File: src/rtl/r_burst_arbiter_pkg.sv
// Shared types and width constants for the read-side burst arbiter.
package r_arb_pkg;

    typedef enum logic {
        IDLE  = 1'b0,
        BURST = 1'b1
    } state_t;

    localparam int DEF_N_REQ      = 4;
    localparam int DEF_DATA_WIDTH = 8;
    localparam int DEF_BURST_MAX  = 8;
    localparam int DEF_TIMEOUT    = 16;

    localparam int LEN_WIDTH = $clog2(DEF_BURST_MAX);
    localparam int ID_WIDTH  = $clog2(DEF_N_REQ);

    // Round-robin successor: the index after the last grant gets top priority.
    function automatic int next_idx(input int idx, input int n);
        return (idx == n - 1) ? 0 : idx + 1;
    endfunction

endpackage

File: src/rtl/r_burst_arbiter_if.sv
// Bus bundle between the FIFO read port, the consumers and the burst arbiter.
interface r_burst_arbiter_if import r_arb_pkg::*; #(
    parameter int N_REQ      = DEF_N_REQ,
    parameter int DATA_WIDTH = DEF_DATA_WIDTH,
    parameter int LEN_WIDTH  = r_arb_pkg::LEN_WIDTH,
    parameter int ID_WIDTH   = r_arb_pkg::ID_WIDTH
);

    logic [N_REQ-1:0]           req;
    logic [N_REQ*LEN_WIDTH-1:0] req_len;
    logic                       r_empty;
    logic [DATA_WIDTH-1:0]      r_data;
    logic                       r_en;
    logic [N_REQ-1:0]           grant;
    logic                       dout_valid;
    logic [DATA_WIDTH-1:0]      dout_data;
    logic [ID_WIDTH-1:0]        dout_id;
    logic [N_REQ-1:0]           done;
    logic                       dout_abort;

    modport master (
        output req, req_len, r_empty, r_data,
        input  r_en, grant, dout_valid, dout_data, dout_id, done, dout_abort
    );

    modport slave (
        input  req, req_len, r_empty, r_data,
        output r_en, grant, dout_valid, dout_data, dout_id, done, dout_abort
    );

endinterface

File: src/rtl/r_burst_arbiter_rr.sv
// Combinational one-hot round-robin picker; i_ptr is the index with top priority.
module rr_arbiter import r_arb_pkg::*; #(
    parameter int N_REQ = DEF_N_REQ,
    parameter int ID_W  = $clog2(N_REQ)
) (
    input  logic [N_REQ-1:0] i_req,
    input  logic [ID_W-1:0]  i_ptr,
    output logic [N_REQ-1:0] o_gnt,
    output logic [ID_W-1:0]  o_idx
);

    logic [N_REQ-1:0] w_rot;
    logic [N_REQ-1:0] w_rot_gnt;

    // Rotate so the priority index sits at bit 0, take the lowest set bit, rotate back.
    assign w_rot     = N_REQ'({i_req, i_req} >> i_ptr);
    assign w_rot_gnt = w_rot & (~w_rot + N_REQ'(1));
    assign o_gnt     = N_REQ'(({w_rot_gnt, w_rot_gnt} << i_ptr) >> N_REQ);

    always_comb begin
        o_idx = '0;
        for (int i = 0; i < N_REQ; i++) begin
            if (o_gnt[i]) begin
                o_idx = o_idx | ID_W'(i);
            end
        end
    end

endmodule

File: src/rtl/r_burst_arbiter.sv
// Read-domain burst arbiter sharing one FIFO read port among N_REQ consumers.
// Optional empty-stall abort is built when R_ARB_TIMEOUT_EN is defined.
module r_burst_arbiter import r_arb_pkg::*; #(
    parameter int N_REQ      = DEF_N_REQ,
    parameter int DATA_WIDTH = DEF_DATA_WIDTH,
    parameter int BURST_MAX  = DEF_BURST_MAX,
    parameter int TIMEOUT    = DEF_TIMEOUT
) (
    input  logic              r_clk,
    input  logic              r_rst,
    r_burst_arbiter_if.slave  bus
);

    localparam int LEN_W = $clog2(BURST_MAX);
    localparam int ID_W  = $clog2(N_REQ);
    localparam int CNT_W = LEN_W + 1;

    state_t                r_state;
    state_t                w_state_nxt;
    logic [N_REQ-1:0]      r_grant;
    logic [N_REQ-1:0]      r_done;
    logic [ID_W-1:0]       r_ptr;
    logic [ID_W-1:0]       r_owner;
    logic [CNT_W-1:0]      r_cnt;
    logic                  r_dout_valid;
    logic [DATA_WIDTH-1:0] r_dout_data;
    logic [ID_W-1:0]       r_dout_id;

    logic [N_REQ-1:0]      w_win_gnt;
    logic [ID_W-1:0]       w_win_idx;
    logic                  w_pop;
    logic                  w_start;
    logic                  w_last;
    logic                  w_to_hit;
    logic [LEN_W-1:0]      w_len [N_REQ];

    for (genvar g = 0; g < N_REQ; g++) begin : g_len
        assign w_len[g] = bus.req_len[g*LEN_W +: LEN_W];
    end

    rr_arbiter #(
        .N_REQ (N_REQ),
        .ID_W  (ID_W)
    ) u_rr (
        .i_req (bus.req),
        .i_ptr (r_ptr),
        .o_gnt (w_win_gnt),
        .o_idx (w_win_idx)
    );

    always_ff @(posedge r_clk) begin
        if (r_rst) begin
            r_state <= IDLE;
        end else begin
            r_state <= w_state_nxt;
        end
    end

    always_comb begin
        w_state_nxt = r_state;
        case (r_state)
            IDLE:    if (w_start) w_state_nxt = BURST;
            BURST:   if (w_last || w_to_hit) w_state_nxt = IDLE;
            default: w_state_nxt = IDLE;
        endcase
    end

    // Pops are gated by the registered empty flag, never by the FIFO's own guard.
    always_comb begin
        w_pop   = 1'b0;
        w_start = 1'b0;
        if (r_state == BURST) begin
            w_pop = ~bus.r_empty;
        end else begin
            w_start = |bus.req;
        end
    end

    assign w_last = w_pop && (r_cnt == CNT_W'(1));

`ifdef R_ARB_TIMEOUT_EN
    localparam int TO_W = $clog2(TIMEOUT + 1);

    logic [TO_W-1:0] r_to_cnt;
    logic            r_abort;

    assign w_to_hit = (r_state == BURST) && bus.r_empty && (r_to_cnt == TO_W'(TIMEOUT - 1));

    always_ff @(posedge r_clk) begin
        if (r_rst || r_state != BURST || w_pop) begin
            r_to_cnt <= '0;
        end else if (bus.r_empty) begin
            r_to_cnt <= r_to_cnt + TO_W'(1);
        end
    end

    always_ff @(posedge r_clk) begin
        if (r_rst) begin
            r_abort <= 1'b0;
        end else begin
            r_abort <= w_to_hit;
        end
    end

    assign bus.dout_abort = r_abort;
`else
    assign w_to_hit       = 1'b0;
    assign bus.dout_abort = 1'b0;
`endif

    always_ff @(posedge r_clk) begin
        if (r_rst) begin
            r_grant      <= '0;
            r_done       <= '0;
            r_ptr        <= '0;
            r_owner      <= '0;
            r_cnt        <= '0;
            r_dout_valid <= 1'b0;
            r_dout_data  <= '0;
            r_dout_id    <= '0;
        end else begin
            r_done       <= '0;
            r_dout_valid <= w_pop;
            if (w_pop) begin
                r_dout_data <= bus.r_data;
                r_dout_id   <= r_owner;
                r_cnt       <= r_cnt - CNT_W'(1);
            end
            if (w_start) begin
                r_grant <= w_win_gnt;
                r_owner <= w_win_idx;
                r_cnt   <= CNT_W'(w_len[w_win_idx]) + CNT_W'(1);
                r_ptr   <= ID_W'(next_idx(int'(w_win_idx), N_REQ));
            end
            if (w_last || w_to_hit) begin
                r_grant <= '0;
                r_done  <= r_grant;
            end
        end
    end

    assign bus.r_en       = w_pop;
    assign bus.grant      = r_grant;
    assign bus.done       = r_done;
    assign bus.dout_valid = r_dout_valid;
    assign bus.dout_data  = r_dout_data;
    assign bus.dout_id    = r_dout_id;

endmodule

File: src/flat_wrapper.sv
// flat-port wrapper written by rule: the top's interface ports become plain ports
module r_burst_arbiter_flat import r_arb_pkg::*;
#(
    parameter int N_REQ      = DEF_N_REQ,
    parameter int DATA_WIDTH = DEF_DATA_WIDTH,
    parameter int BURST_MAX  = DEF_BURST_MAX,
    parameter int TIMEOUT    = DEF_TIMEOUT
)
  (r_clk, r_rst, bus_req, bus_req_len, bus_r_empty, bus_r_data, bus_r_en, bus_grant, bus_dout_valid, bus_dout_data, bus_dout_id, bus_done, bus_dout_abort);
  r_burst_arbiter_if #(.N_REQ(N_REQ), .DATA_WIDTH(DATA_WIDTH), .LEN_WIDTH((3)), .ID_WIDTH((2))) bus_i ();
  input  logic r_clk;
  input  logic r_rst;
  input wire logic [$bits(bus_i.req)-1:0] bus_req;
  input wire logic [$bits(bus_i.req_len)-1:0] bus_req_len;
  input wire logic [$bits(bus_i.r_empty)-1:0] bus_r_empty;
  input wire logic [$bits(bus_i.r_data)-1:0] bus_r_data;
  output wire logic [$bits(bus_i.r_en)-1:0] bus_r_en;
  output wire logic [$bits(bus_i.grant)-1:0] bus_grant;
  output wire logic [$bits(bus_i.dout_valid)-1:0] bus_dout_valid;
  output wire logic [$bits(bus_i.dout_data)-1:0] bus_dout_data;
  output wire logic [$bits(bus_i.dout_id)-1:0] bus_dout_id;
  output wire logic [$bits(bus_i.done)-1:0] bus_done;
  output wire logic [$bits(bus_i.dout_abort)-1:0] bus_dout_abort;
  assign bus_i.req = bus_req;
  assign bus_i.req_len = bus_req_len;
  assign bus_i.r_empty = bus_r_empty;
  assign bus_i.r_data = bus_r_data;
  assign bus_r_en = bus_i.r_en;
  assign bus_grant = bus_i.grant;
  assign bus_dout_valid = bus_i.dout_valid;
  assign bus_dout_data = bus_i.dout_data;
  assign bus_dout_id = bus_i.dout_id;
  assign bus_done = bus_i.done;
  assign bus_dout_abort = bus_i.dout_abort;
  r_burst_arbiter #(.N_REQ(N_REQ), .DATA_WIDTH(DATA_WIDTH), .BURST_MAX(BURST_MAX), .TIMEOUT(TIMEOUT)) u_core (.r_clk(r_clk), .r_rst(r_rst), .bus(bus_i));
endmodule
File: config.mk
export PLATFORM = sky130hd
export DESIGN_NAME = r_burst_arbiter_flat
export DESIGN_NICKNAME = d
export VERILOG_FILES = /design/src/rtl/r_burst_arbiter_pkg.sv /design/src/rtl/r_burst_arbiter_if.sv /design/src/rtl/r_burst_arbiter_rr.sv /design/src/rtl/r_burst_arbiter.sv /design/src/flat_wrapper.sv
export SDC_FILE = /design/constraint.sdc
export NUM_CORES = 1
export LEC_CHECK = 0
export ABC_AREA = 1
export BUFFER_PORTS_ARGS = -buffer_cell sky130_fd_sc_hd__buf_4
export CELL_PAD_IN_SITES_DETAIL_PLACEMENT = 1
export CELL_PAD_IN_SITES_GLOBAL_PLACEMENT = 1
export CORE_MARGIN = 8
export CORE_UTILIZATION = 38
export CTS_CLUSTER_DIAMETER = 50
export DETAILED_ROUTE_END_ITERATION = 10
export PLACE_DENSITY = 0.95
export SYNTH_ARGS = -nofsm -noshare
export SYNTH_HDL_FRONTEND = slang
export SYNTH_SLANG_ARGS = --single-unit
File: constraint.sdc
create_clock -name r_clk -period 5.6 [get_ports r_clk]
set_input_delay 1.12 -clock r_clk [delete_from_list [all_inputs] [get_ports r_clk]]
set_output_delay 1.12 -clock r_clk [all_outputs]
set_load 0.01 [all_outputs]
### Word-level counts from Yosys, hierarchy flattened

Cells that the tools add are included.

* register bits after elaboration: 28
* bits of input ports: 27
* output and inout port bits: 21
* logic and storage cells: 43

* add/subtract/negate cells: 4
* order comparisons: 1
* eq/ne operators: 2
* shift-type cells: 2
* mux-type cells: 14
* bitwise logic cells: 6
* reduce and logical (&&, ||, !) cells: 5

Operator list (number)
* two-way mux 4 bit: 2
* << shifter 8 x 2 -> 8 bit: 1
* >> shifter 8 x 2 -> 4 bit: 1
* binary-select mux 3 bit (select 2 bit): 1
* two-way mux 2 bit: 3
* two-way mux 3 bit: 2
* two-way mux 1 bit: 5
* adder 3 x 1 -> 4 bit, second input constant: 1
* adder 4 x 1 -> 4 bit, second input constant: 1
* bitwise AND 4 bit: 1
* == test 4 x 1 -> 1 bit, second input constant: 1
* NOT 4 bit: 1
* OR reduction 2 bit: 2
* OR reduction 4 bit: 1
* subtractor 4 x 1 -> 4 bit, second input constant: 1
* greater-or-equal comparator 3 bit, second input constant: 1
* NOT 1 bit: 3
* NOT 2 -> 3 bit: 1
* adder 2 x 1 -> 2 bit, second input constant: 1
* == test 2 x 1 -> 1 bit, second input constant: 1
* one-hot mux 1 bit (2 select lines): 1
* nonzero test 2 bit: 1
* logical AND 1 bit: 1

### Depth between registers and ports, before layout

* depth after elaboration: 14
* mapped depth: 18
* gate-level depth less buffers: 18

### Hierarchy

From an unflattened synthesis, not the netlist that was laid out.

* cell total of the unflattened synthesis: 243
* area, all modules: 1589.0 µm²

Modules (own cells, without submodules)
* r_burst_arbiter: instances 1, cells each 181, area an instance 1267.5 µm², sequential area each 560.5 µm²
* rr_arbiter: instances 1, cells each 62, area an instance 321.6 µm², sequential area each 0.0 µm²

### Least setup slack after synthesis

No wires, ideal clock.

* path type: input to register
* start point: in bus_req[3]
* end point: reg u_core.r_cnt[1]
* library setup time: 126 ps
* data arrival time: 2675 ps
* required time: 5474 ps
* path slack: 2799 ps
* stages on the path: 13
* buffers on the path: 0
* path through: nand2_1 -> nand3_2 -> nand2_4 -> nand4_2 -> nand3_2 -> o21ai_4 -> nand2_2 -> nand2_1 -> nand2_1 -> inv_1 -> ha_1 -> a221oi_1 -> nor2_1

* longest elaborated chain between the ends: 14
* elaborated cells between the ends (all ways): 17
* classes of those cells: add/sub (2); shift (2); mux (8); bitwise (3); reduce/logical (2)

Ends and longest elaborated chain
* start: declaration: RTL line flat_wrapper.sv:13 `input wire logic [$bits(bus_i.req)-1:0] bus_req;`
* >> shifter 8 x 2 -> 4 bit: RTL line r_burst_arbiter_rr.sv:16 `assign w_rot = N_REQ'({i_req, i_req} >> i_ptr);`
* NOT 4 bit: RTL line r_burst_arbiter_rr.sv:17 `assign w_rot_gnt = w_rot & (~w_rot + N_REQ'(1));`
* adder 4 x 1 -> 4 bit: RTL line r_burst_arbiter_rr.sv:17
* bitwise AND 4 bit: RTL line r_burst_arbiter_rr.sv:17
* << shifter 8 x 2 -> 8 bit: RTL line r_burst_arbiter_rr.sv:18 `assign o_gnt = N_REQ'(({w_rot_gnt, w_rot_gnt} << i_ptr) >> N_REQ);`
* two-way mux 1 bit: RTL line r_burst_arbiter_rr.sv:23 `if (o_gnt[i]) begin`
* two-way mux 2 bit (2 in series): RTL line r_burst_arbiter_rr.sv:23
* NOT 2 -> 3 bit (implied by the code): RTL line r_burst_arbiter.sv:132 `r_cnt <= CNT_W'(w_len[w_win_idx]) + CNT_W'(1);`
* binary-select mux 3 bit (select 2 bit): RTL line r_burst_arbiter.sv:132
* two-way mux 3 bit (implied by the code) (2 in series): RTL line r_burst_arbiter.sv:132
* adder 3 x 1 -> 4 bit: RTL line r_burst_arbiter.sv:132
* two-way mux 4 bit: RTL line r_burst_arbiter.sv:129 `if (w_start) begin`
* end signal: assignment: RTL line r_burst_arbiter.sv:127 `r_cnt <= r_cnt - CNT_W'(1);`
* end signal: assignment: RTL line r_burst_arbiter.sv:132
* end: declaration: RTL line r_burst_arbiter.sv:24 `logic [CNT_W-1:0] r_cnt;`

Parallel ways exist; a longest one is shown, timed or not. The select of a mux whose other input is x is not followed.
A chain may end at the register's enable or synchronous reset.

### Final worst setup path

* start point: in bus_r_empty
* end point: out bus_r_en

* longest elaborated chain between the ends: 2

Ends and longest elaborated chain
* start: declaration: RTL line flat_wrapper.sv:15 `input wire logic [$bits(bus_i.r_empty)-1:0] bus_r_empty;`
* NOT 1 bit: RTL line r_burst_arbiter.sv:73 `w_pop = ~bus.r_empty;`
* two-way mux 1 bit: RTL line r_burst_arbiter.sv:72 `if (r_state == BURST) begin`
* end: declaration: RTL line flat_wrapper.sv:17 `output wire logic [$bits(bus_i.r_en)-1:0] bus_r_en;`

No other way between the ends.

==> results_dict.tcl <==
set metrics [dict create \
    status "completed" \
    drt_wl_total_mm 4.73 \
    yosys-top-cells-area "dfxtp_1 (35%), nand2_1 (10%), inv_1 (7.9%)" \
    fillers 542 \
    regToRegEndpoint "u_core.r_cnt[1]" \
    holdCritPathClass "flip-flop to flip-flop" \
    numCtsBuffers 3 \
    crit_fanout 16 \
    reg2reg_from "u_core.r_ptr[0]" \
    dp_worst_setup_slack_ns 2.28 \
    synth_ff_type "dfxtp_1" \
    cts-root-buf "clkbuf_8" \
    synth_edf_count 0 \
    htreeDepth 1 \
    path_class "input pin to output port" \
    wl_per_cell_um 14.3 \
    path_clk_slew_ns 0.10 \
    power_density_mw_per_mm2 472 \
    setup_slack_ns 2.28 \
    critPathRequiredTime_ns 4.48 \
    crit_path_end "bus_r_en" \
    hold_violations 0 \
    setup_violations 0 \
    drt_iter0_drc 127 \
    ys_warn_count 0 \
    area_growth_pct 27.5 \
    ys_ff_latch 28 \
    yosysSeqAreaShare 0.347 \
    cts_max_path_buffers 2 \
    num_antenna_cells 0 \
    maxCapViolCount 0 \
    layout_common_cells "buf_4 (47), nand2_1 (44), inv_1 (34), nor2_1 (33), dfxtp_1 (28)" \
    ctsResizeCount 0 \
    gr-usage-all-layers 0.148 \
    overflow 0 \
    power.total_uw 972 \
    synth_top_area_frac 0.347 \
    drtAntennaViolNets 0 \
    grt_first_pass_wirelength_mm 8.00 \
    tightest_slew_ns 0.921 \
    rsz0062_at_grt "no" \
    grt_pass1_vias 1759 \
    antenna_found_initial 0 \
    synth.avg_cell_area_sq_um 6.79 \
    port_buffers 46 \
    drc_errors 0 \
    initial_core_util 0.398 \
    synthCells 238 \
    rows 23 \
    crit_start "bus_r_empty" \
    cts_tree "done" \
    dp_hpwl_mm 3.62 \
    finClkSkew_ns 0.00488 \
    clock_latency_ns 0.28 \
    drive_gt1_frac 0.263 \
    fp.dieArea_sq_mm 0.00659 \
    fin_crit_sh 0.593 \
    final_common_cell "buf_4" \
    synth-async-reset-ratio 0 \
    p_leak_nw 1.08 \
    grt_max_degree 17 \
    synth_top_cell_by_area "dfxtp_1" \
    worstPathArrival_ns 2.20 \
    rrSetupSlack_ns 2.73 \
    die_y_um 81.2 \
    critPathCaptureType "output port" \
    synth_cell_types 37 \
    fin_setup_tns_ns 0 \
    final-max-slew-violation-count 0 \
    placeableCoreArea_sq_mm 0.00406 \
    vdd_drop_max_mv 0.202 \
    crit_path_start_kind "input pin" \
    via_count 1689 \
    ff2ff_path_depth 14 \
    fin_nets 312 \
    synth_nets 268 \
    netlist_area_sq_mm 0.00162 \
    dr.pass1.iters 4 \
    fin_crit_ns 3.32 \
    place_congestion 0.845 \
    fmax_mhz 301 \
    postCtsSetupBuffers 0 \
    io_pins 48 \
    die_x_um 81.2 \
    clock_sinks 28 \
    avgViaCountPerCell 5.10 \
    slew_headroom 0.384 \
    holdBufCountCts 0 \
]
-- per-stage QoR --
step / util / instances / hold slack, ns / instance area [sq um]
final: 0.508 / 331 / 0.456 / 2060
after global routing: 0.508 / 331 / 0.507 / 2060
after CTS: 0.508 / 331 / 0.459 / 2060
after detailed placement: 0.490 / 327 / 0.443 / 1990
after global placement: 0.490 / 327 / 0.439 / 1990
after floorplan: - / 238 / 0.450 / 1620
-- worst min path at each step --
stage	cells past startpoint	end	start	slack [ns]
finish	2	u_core.bus.done[2]	u_core.bus.grant[2]	0.46
global route	2	u_core.bus.done[2]	u_core.bus.grant[2]	0.51
CTS	2	u_core.bus.done[2]	u_core.bus.grant[2]	0.46
detailed placement	2	u_core.bus.done[2]	u_core.bus.grant[2]	0.44
global placement	2	u_core.bus.done[2]	u_core.bus.grant[2]	0.44
floorplan	2	u_core.bus.dout_id[1]	u_core.r_owner[1]	0.45
-- power by group --
group	switching, mW	internal (mW)	leakage (nW)
clock network	0.0647	0.0958	0.0357
logic	0.331	0.198	0.817
registers	0.0413	0.242	0.231
-- flip-flops by register name, indices dropped and copies added, names as in the netlist --
register / flops
u_core.bus.dout_valid: 1
u_core.r_cnt: 4
u_core.bus.done: 4
u_core.bus.grant: 4
u_core.r_ptr: 2
u_core.bus.dout_data: 8
u_core.r_state: 1
u_core.bus.dout_id: 2
u_core.r_owner: 2
-- routing by layer --
layer,routed length (um),share of wire,GRT usage
met1,2020,0.43,0.178
met2,2540,0.54,0.271
met3,148,0.031,0.0276
met4,19,0.0040,0.0232
met5,0,0,0
-- synthesized netlist by cell type, types with 2 or more instances --
cell,instances
a21oi_1,9
a31oi_1,2
clkbuf_1,5
dfxtp_1,28
ha_1,3
inv_1,34
inv_2,2
nand2_1,44
nand2_2,7
nand2_4,3
nand3_1,17
nand3_2,4
nand4_1,8
nor2_1,33
o21ai_0,15
o21ai_1,2
o31ai_1,2
-- cells by family (layout without fill, tap and decap cells) --
| group | after synthesis | count (layout) | share of synthesized area |
|---|---|---|---|
| AO/OA/AOI/OAI | 39 | 39 | 0.150 |
| adder cells (fa/ha/maj) | 3 | 3 | 0.0232 |
| buffers and inverters | 46 | 89 | 0.116 |
| flip-flops | 28 | 28 | 0.347 |
| other | 1 | 1 | 0.00232 |
| AND/OR/NAND/NOR | 121 | 121 | 0.362 |
-- layout make-up --
class / instances / area, sq um / share of cell area
repair buffers: 47 / 353 / 0.171
well taps: 50 / 62.6 / 0.0304
multi-input cells: 164 / 867 / 0.421
inverters: 38 / 145 / 0.0705
clock inverters: 1 / 30.0 / 0.0146
flip-flops and latches: 28 / 561 / 0.272
clock buffers: 3 / 41.3 / 0.0200
-- worst max-delay path: stages --
cell and delay (ns):
buf_4 0.11, nor2_1 0.70, buf_4 0.25
(Power assumes the default switching activity.)
